--- src/rtl/median_pkg.sv ---
// Shared constants and configuration checks for the 3x3 median filter.
package median_pkg;

  localparam int MEDIAN_LATENCY = 3;
  localparam int WINDOW_SIZE    = 3;
  localparam int MIN_DIM        = 3;

  function automatic bit dims_legal(int w, int h);
    return (w >= MIN_DIM) && (h >= MIN_DIM);
  endfunction

endpackage

--- src/rtl/median_window_filter_sort3.sv ---
// Combinational 3-input sorter from three compare-exchanges.
module sort3 #(
  parameter int W = 8
) (
  input  logic [W-1:0] a,
  input  logic [W-1:0] b,
  input  logic [W-1:0] c,
  output logic [W-1:0] lo,
  output logic [W-1:0] mid,
  output logic [W-1:0] hi
);

  logic [W-1:0] x_lo;
  logic [W-1:0] x_hi;
  logic [W-1:0] y_lo;

  always_comb begin
    x_lo = (a < b) ? a : b;
    x_hi = (a < b) ? b : a;
    y_lo = (x_hi < c) ? x_hi : c;
    hi   = (x_hi < c) ? c : x_hi;
    lo   = (x_lo < y_lo) ? x_lo : y_lo;
    mid  = (x_lo < y_lo) ? y_lo : x_lo;
  end

endmodule

--- src/rtl/median_window_filter.sv ---
// Streaming 3x3 median filter: line buffers, window register and
// a three-stage median network emitting one result per interior pixel.
module median_window_filter #(
  parameter int WINDOW_SIZE  = 3,
  parameter int IMAGE_WIDTH  = 8,
  parameter int IMAGE_HEIGHT = 8,
  parameter int PIXEL_WIDTH  = 8
) (
  input  logic                   clk,
  input  logic                   rst,
  input  logic                   pixel_valid,
  input  logic [PIXEL_WIDTH-1:0] pixel_data,
  output logic                   filtered_valid,
  output logic [PIXEL_WIDTH-1:0] filtered_data,
  output logic                   frame_done
);
  import median_pkg::*;

  localparam int CW = $clog2(IMAGE_WIDTH);
  localparam int RW = $clog2(IMAGE_HEIGHT);
  localparam int PW = PIXEL_WIDTH;

  typedef logic [PW-1:0] pix_t;

  if (WINDOW_SIZE != median_pkg::WINDOW_SIZE ||
      !dims_legal(IMAGE_WIDTH, IMAGE_HEIGHT)) begin : g_bad_cfg
    $error("median_window_filter: illegal configuration");
  end

  function automatic pix_t max2(pix_t a, pix_t b);
    return (a > b) ? a : b;
  endfunction

  function automatic pix_t min2(pix_t a, pix_t b);
    return (a < b) ? a : b;
  endfunction

  function automatic pix_t med3(pix_t a, pix_t b, pix_t c);
    return max2(min2(a, b), min2(max2(a, b), c));
  endfunction

  logic [CW-1:0] col_q, col_d;
  logic [RW-1:0] row_q, row_d;

  always_comb begin
    col_d = col_q;
    row_d = row_q;
    if (pixel_valid) begin
      if (col_q == CW'(IMAGE_WIDTH - 1)) begin
        col_d = '0;
        row_d = (row_q == RW'(IMAGE_HEIGHT - 1)) ? '0 : row_q + RW'(1);
      end else begin
        col_d = col_q + CW'(1);
      end
    end
  end

  // Line buffers hold the two previous rows; never reset.
  pix_t lb0_q [IMAGE_WIDTH];
  pix_t lb1_q [IMAGE_WIDTH];

  always_ff @(posedge clk) begin
    if (pixel_valid) begin
      lb1_q[col_q] <= lb0_q[col_q];
      lb0_q[col_q] <= pixel_data;
    end
  end

  // Window row 0 is the oldest row, column 2 the newest pixel.
  pix_t win_q [3][3];
  pix_t win_d [3][3];
  logic v0_d, l0_d;

  always_comb begin
    win_d = win_q;
    if (pixel_valid) begin
      for (int r = 0; r < 3; r++) begin
        win_d[r][0] = win_q[r][1];
        win_d[r][1] = win_q[r][2];
      end
      win_d[0][2] = lb1_q[col_q];
      win_d[1][2] = lb0_q[col_q];
      win_d[2][2] = pixel_data;
    end
    v0_d = pixel_valid && (row_q >= RW'(2)) && (col_q >= CW'(2));
    l0_d = v0_d && (row_q == RW'(IMAGE_HEIGHT - 1)) &&
           (col_q == CW'(IMAGE_WIDTH - 1));
  end

  pix_t s1_lo_d [3];
  pix_t s1_md_d [3];
  pix_t s1_hi_d [3];

  for (genvar i = 0; i < 3; i++) begin : g_row
    sort3 #(.W(PW)) u_sort (
      .a   (win_q[i][0]),
      .b   (win_q[i][1]),
      .c   (win_q[i][2]),
      .lo  (s1_lo_d[i]),
      .mid (s1_md_d[i]),
      .hi  (s1_hi_d[i])
    );
  end

  logic v0_q, l0_q, v1_q, l1_q, v2_q, l2_q;
  pix_t s1_lo_q [3];
  pix_t s1_md_q [3];
  pix_t s1_hi_q [3];
  pix_t s2_a_q, s2_b_q, s2_c_q;
  pix_t s2_a_d, s2_b_d, s2_c_d;
  logic fv_q, fd_q;
  pix_t fdata_q, fdata_d;

  always_comb begin
    s2_a_d = max2(max2(s1_lo_q[0], s1_lo_q[1]), s1_lo_q[2]);
    s2_b_d = med3(s1_md_q[0], s1_md_q[1], s1_md_q[2]);
    s2_c_d = min2(min2(s1_hi_q[0], s1_hi_q[1]), s1_hi_q[2]);
    fdata_d = fdata_q;
    if (v2_q) fdata_d = med3(s2_a_q, s2_b_q, s2_c_q);
  end

  always_ff @(posedge clk or posedge rst) begin
    if (rst) begin
      col_q   <= '0;
      row_q   <= '0;
      v0_q    <= 1'b0;
      l0_q    <= 1'b0;
      v1_q    <= 1'b0;
      l1_q    <= 1'b0;
      v2_q    <= 1'b0;
      l2_q    <= 1'b0;
      fv_q    <= 1'b0;
      fd_q    <= 1'b0;
      fdata_q <= '0;
      s2_a_q  <= '0;
      s2_b_q  <= '0;
      s2_c_q  <= '0;
      for (int r = 0; r < 3; r++) begin
        s1_lo_q[r] <= '0;
        s1_md_q[r] <= '0;
        s1_hi_q[r] <= '0;
        for (int c = 0; c < 3; c++) win_q[r][c] <= '0;
      end
    end else begin
      col_q   <= col_d;
      row_q   <= row_d;
      win_q   <= win_d;
      v0_q    <= v0_d;
      l0_q    <= l0_d;
      v1_q    <= v0_q;
      l1_q    <= l0_q;
      s1_lo_q <= s1_lo_d;
      s1_md_q <= s1_md_d;
      s1_hi_q <= s1_hi_d;
      v2_q    <= v1_q;
      l2_q    <= l1_q;
      s2_a_q  <= s2_a_d;
      s2_b_q  <= s2_b_d;
      s2_c_q  <= s2_c_d;
      fv_q    <= v2_q;
      fd_q    <= l2_q;
      fdata_q <= fdata_d;
    end
  end

  assign filtered_valid = fv_q;
  assign filtered_data  = fdata_q;
  assign frame_done     = fd_q;

endmodule

--- config.mk ---
export PLATFORM = sky130hd
export DESIGN_NAME = median_window_filter
export DESIGN_NICKNAME = d
export VERILOG_FILES = /design/src/rtl/median_pkg.sv /design/src/rtl/median_window_filter_sort3.sv /design/src/rtl/median_window_filter.sv
export SDC_FILE = /design/constraint.sdc
export NUM_CORES = 1
export LEC_CHECK = 0
export CAP_MARGIN = 20
export CORE_MARGIN = 3
export CORE_UTILIZATION = 55
export DETAILED_ROUTE_END_ITERATION = 12
export DONT_BUFFER_PORTS = 1
export GPL_TIMING_DRIVEN = 0
export PLACE_DENSITY = 0.76
export SLEW_MARGIN = 20
export SYNTH_ARGS = -nofsm -noshare
export SYNTH_HDL_FRONTEND = slang
export SYNTH_SLANG_ARGS = --single-unit
--- constraint.sdc ---
create_clock -name clk -period 8 [get_ports clk]
set_input_delay 1.2 -clock clk [delete_from_list [all_inputs] [get_ports clk]]
set_output_delay 1.2 -clock clk [all_outputs]
set_load 0.005 [all_outputs]
==> results.ini, run 1 <==
[status]
status=finished clean

[yosys]
yosys.cell_types.count=70
synth_edf_count=128
avgSynthCellArea_um2=11.27
synth_area_um2=17060
synth-main-ff-cell=dfrtp_1
async_flop_share=0.5975
synth_cells=1514
ys_warn_count=0
ys_ff_latch=318
synth.net_count=1670
yosysSeqAreaShare=0.5041

[timing]
hold_viol_final=0
min_period_over_period=0.9117
tightest_slew_ns=1.117
post-route-min-period_ns=7.293
fmax_mhz=137.1
slew_headroom=0.2554
setup_violations=0
slew_viol_final=0
rsz0062_at_grt=false
fin_skew_ns=0.02809
timing.final.ws_setup_ns=0.7066

[detailed_routing]
vias=11910
drcViolationCount=0
ant_nets=0
first_pass_iters=5
vias_per_cell=6.022
wirelength_mm=40.26
drt_iter0_drc=1051
routedWlPerCell_um=20.35

[setup_path]
cp.required_ns=8.39
crit_type=flip-flop to flip-flop
startpoint=win_q[63]
start_kind=flip-flop
cp_max_fo=10
crit_arrival_ns=7.68
worst_setup_path_end_kind=flip-flop
r2r_start=win_q[63]

[global_routing]
grt_pass1_wl_mm=64.05
grt_start_max_net_pins=71
grt-ovfl-total=0
antenna_found_initial=1
grt_pass1_vias=11990
grt_use_total=0.2441

[cts]
cts_tree=built
clk_latency_ns=0.55
hold_buffers=0
cts_setup_buffers=0
cts-root-buf=clkbuf_16
clkTransAtPathRegs_ns=0.06
cts.path.max_buffers=3
htreeDepth=2
postCtsResizedCells=0
cts_made_buffers=34
cts.sinks=318

[placement]
placed_cell_area_um2=17730
dp_slack_ns=0.8998
io_buffers=0
gp_congestion=0.9477
place_inst=1915
hpwlAfterDp_mm=29.92

[cells_and_area]
drive_gt1_frac=0.1398
most-common-layout-cells=dfrtp_1 (190), ha_1 (145), inv_1 (144), edfxtp_1 (128), nand2_1 (124)
final_common_cell=dfrtp_1
design_area_um2=18970
final_cells=1978
area_delta_synth_final_pct=11.22
insertedDiodeCount=0
nets=1718
post-route-util=0.6301

[floorplan]
die_h_um=182.1
die_w_um=182.1
num_rows=63
io_pins=21
start_util=0.5665
die_area_um2=33160
core-area_um2=30110

[worst_hold_path]
hold_class=flip-flop to flip-flop
hold_path.startpoint=l2_q

[run]
drv_cap=0

==> metal layers <==
metal  GRT usage  share of wire  vias up
met1      0.3326           0.43     5851
met5           0        0.00032        -
li1            -              -     5574
met3     0.03807          0.063       90
met2      0.3980           0.48      395
met4     0.09232          0.033        2
==> final timing paths <==
path	to	slack, ns	cells past startpoint
max	s1_md_q[22]	0.71	27
min	frame_done	0.35	0
max reg2reg	s1_md_q[22]	0.71	27
min reg2reg	frame_done	0.35	0
max in group asynchronous	win_q[15]	6.44	3
min in group asynchronous	s2_b_q[2]	0.52	1
==> critical path, stage by stage, from the launching register on <==
cell	delay (ns)
dfrtp_1	0.37
inv_1	0.09
ha_1	0.31
a21oi_1	0.22
o21ai_0	0.15
a21oi_1	0.40
clkbuf_1	0.49
mux2_2	0.44
ha_1	0.30
a21o_1	0.16
a21o_1	0.18
a2111oi_0	0.54
o31ai_1	0.14
and2_1	0.18
clkbuf_1	0.16
clkbuf_1	0.24
nand2_1	0.11
o21ai_0	0.17
ha_1	0.35
a21o_1	0.16
a21oi_1	0.15
o211ai_1	0.12
a21o_1	0.18
a21oi_1	0.24
nand3_1	0.13
o211ai_2	0.46
buf_4	0.31
mux2i_1	0.39
==> sequential cells by signal (all words and copies together) (netlist names), 24 cells and up <==
name,flops
lb1_q,64
lb0_q,64
s1_hi_q,24
s1_md_q,24
s1_lo_q,24
win_q,72
==> metrics by stage <==
stage	hold slack (ns)	setup TNS (ns)
floorplan	0.3312	0
global placement	0.3336	-19.84
detailed placement	0.3355	0
CTS	0.3489	0
global route	0.3532	0
finish	0.3466	0
==> cells by family (layout without fill, tap and decap cells) <==
group / count (synthesis) / after routing / synth area share
AOI/OAI and AO/OA: 336 / 336 / 0.1256
adders and majority gates: 145 / 145 / 0.1064
buffers and inverters: 200 / 274 / 0.04518
DFF: 318 / 318 / 0.5041
muxes: 211 / 211 / 0.1388
and+or+nand+nor: 304 / 304 / 0.08003
==> synthesized netlist by cell type (all sizes together), types with 5 or more instances <==
cell type,count,share of area
dfrtp,190,0.28
ha,145,0.11
inv,145,0.032
edfxtp,128,0.23
nand2,124,0.027
o21ai,124,0.037
mux2,101,0.067
mux2i,100,0.059
nor2,81,0.018
a21oi,76,0.023
clkbuf,39,0.0086
nand3,25,0.0073
a21o,24,0.011
o21a,18,0.0079
buf,16,0.0047
nor3,15,0.0044
o221ai,15,0.0077
a31oi,14,0.0059
nand4,12,0.0044
o31ai,12,0.0053
nor2b,11,0.0040
mux4,10,0.013
a22oi,9,0.0040
nand2b,9,0.0033
or2,9,0.0033
a2111oi,6,0.0034
and2,6,0.0023
o211ai,6,0.0029
a221oi,5,0.0026
==> final cells by class <==
class                   instances  area (um2)
plain buffers                  55       226.5
clock buffers                  40       883.3
clock inverters                22       346.6
fillers                      2335       11140
inverters                     145       551.8
multi-input cells             996        7714
flip-flops and latches        318        8598
well taps                     390       488.0
repair buffers                 12       163.9
Power of run 1 is left out: the tool's default activity adds up to more than one toggle a clock period on the data nets, which glitch-free logic cannot reach.
==> inputs of run 2 (changes only) <==
--- a/config.mk
+++ b/config.mk
@@ -8,6 +8,7 @@
 export CAP_MARGIN = 20
 export CORE_MARGIN = 3
 export CORE_UTILIZATION = 55
+export CTS_CLUSTER_DIAMETER = 40
 export DETAILED_ROUTE_END_ITERATION = 12
 export DONT_BUFFER_PORTS = 1
 export GPL_TIMING_DRIVEN = 0
==> run 2 against run 1 <==
Routed wire length is 0.15% higher; non-clock buffer count is 1 lower; utilization is 0.42 points higher; via count is 0.17% higher; sequential cell count stayed put; clock skew is 0.0054 ns lower; maximum frequency hardly changed; count of clock-buffer cells in the layout is 3 higher; final cell count is 0.35% higher.
==> results.ini, run 2 (same netlist as run 1, synthesis figures left out) <==
[cts]
cts.sinks=318  ; unchanged
cts_setup_buffers=0  ; unchanged
clkTransAtPathRegs_ns=0.06  ; about the same
clk_latency_ns=0.54  ; about the same
cts_tree=built
cts.path.max_buffers=3  ; unchanged
postCtsResizedCells=0  ; unchanged
hold_buffers=0  ; unchanged
cts_made_buffers=39  ; +15%
htreeDepth=2  ; unchanged
cts-root-buf=clkbuf_16

[setup_path]
crit_arrival_ns=7.68  ; about the same
r2r_start=win_q[63]
r2r_slack_ns=0.71  ; about the same
crit_type=flip-flop to flip-flop
startpoint=win_q[63]
cp.required_ns=8.40  ; about the same
reg2reg_to=s1_md_q[20]
r2r_cells=27  ; unchanged
cp_slowest_cell=a2111oi_0
cp_max_fo=10  ; unchanged
start_kind=flip-flop
worst_setup_path_end_kind=flip-flop
slowest_delay_ns=0.55  ; about the same

[floorplan]
num_rows=63  ; unchanged
core-area_um2=30110  ; unchanged
die_w_um=182.1  ; unchanged
io_pins=21  ; unchanged
start_util=0.5665  ; unchanged
die_area_um2=33160  ; unchanged
die_h_um=182.1  ; unchanged

[detailed_routing]
routedWlPerCell_um=20.31  ; -0.20%
wirelength_mm=40.32  ; +0.15%
first_pass_iters=5  ; unchanged
ant_nets=0  ; unchanged
drt_iter0_drc=984  ; -6.4%
vias_per_cell=6.011  ; -0.19%
drcViolationCount=0  ; unchanged
vias=11930  ; +0.17%

[placement]
hpwlAfterDp_mm=29.92  ; unchanged
dp_slack_ns=0.8998  ; unchanged
gp_congestion=0.9477  ; unchanged
io_buffers=0  ; unchanged

[cells_and_area]
nets=1722  ; +0.23%
top_register=win_q
area_delta_synth_final_pct=11.96
most-common-layout-cells=dfrtp_1 (190), ha_1 (145), inv_1 (144), edfxtp_1 (128), nand2_1 (124)
reg.largest.list=win_q: 72 flops, lb0_q: 64 flops, lb1_q: 64 flops
largest_reg_flops=72  ; unchanged
insertedDiodeCount=0  ; unchanged
drive_gt1_frac=0.1436  ; +0.003775
final_common_cell=dfrtp_1

[global_routing]
grt_pass1_wl_mm=64.41  ; +0.56%
grt-ovfl-total=0  ; unchanged
grt_pass1_vias=12000  ; +0.14%
grt_use_total=0.2454  ; +0.001316
antenna_found_initial=0  ; -1
grt_start_max_net_pins=71  ; unchanged

[run]
drv_cap=0  ; unchanged

[timing]
slew_viol_final=0  ; unchanged
setup_violations=0  ; unchanged
tightest_slew_ns=1.091  ; -0.02629 ns
fin_hold_ws_ns=0.3417  ; -0.004846 ns
post-route-min-period_ns=7.287  ; -0.006717 ns
fmax_mhz=137.2  ; about the same
rsz0062_at_grt=false
hold_viol_final=0  ; unchanged
fin_skew_ns=0.02271  ; -0.005377 ns
slew_headroom=0.2730  ; +0.01753
min_period_over_period=0.9108  ; about the same
timing.final.ws_setup_ns=0.7133  ; +0.006717 ns

[worst_hold_path]
hold_class=flip-flop to flip-flop
hold_path.startpoint=l2_q
min_to=frame_done
hold_depth=0  ; unchanged

[status]
status=finished clean

## run 2: changes by cell type in the layout (fill, tap and decap cells not counted), sizes merged
cell and delta:
inv +1, buf -1, clkbuf +3, clkinvlp +1, clkinv +4, bufinv -1
## run 2: how the worst max path moves through the flow
stage / slack (ns) / cells past startpoint / to
floorplan: 1.63 / 1 / col_q[0]
global placement: -0.12 / 1 / win_q[0]
detailed placement: 0.90 / 27 / s1_md_q[21]
CTS: 0.81 / 27 / s1_md_q[20]
global route: 0.30 / 27 / s1_md_q[22]
finish: 0.71 / 27 / s1_md_q[20]
## run 2: critical path, delay by kind of cell (launching register included)
kind	cells	cell delay (ns)
AOI/OAI and AO/OA	14	3.30
adders and majority gates	3	0.96
buffers and inverters	5	1.29
DFF	1	0.37
muxes	2	0.80
and+or+nand+nor	3	0.42
## run 2: final cells by class
| type | count | area, um2 |
|---|---|---|
| Multi-Input combinational cell | 996 | 7714 |
| Inverter | 145 | 551.8 |
| Timing Repair Buffer | 11 | 156.4 |
| Fill cell | 2302 | 11010 |
| Buffer | 55 | 226.5 |
| Clock inverter | 27 | 361.6 |
| Tap cell | 390 | 488.0 |
| Sequential cell | 318 | 8598 |
| Clock buffer | 43 | 1001 |
## run 2: per-stage QoR
stage	instances	cell area, um2	util	TNS [ns]
4_1_cts	1985	19100	0.6342	0
3_3_place_gp	1904	17550	0.5827	-19.84
2_1_floorplan	1514	17060	-	0
3_5_place_dp	1915	17730	0.5890	0
6_report	1985	19100	0.6342	0
5_1_grt	1985	19100	0.6342	0
## run 2: metal layers
layer	part of all wire	up-vias	track usage
li1	-	5596	-
met1	0.42	5894	0.3285
met2	0.49	370	0.4129
met3	0.060	72	0.04246
met4	0.027	0	0.07374
met5	0	-	0
Power of run 2 is left out for the same reason.
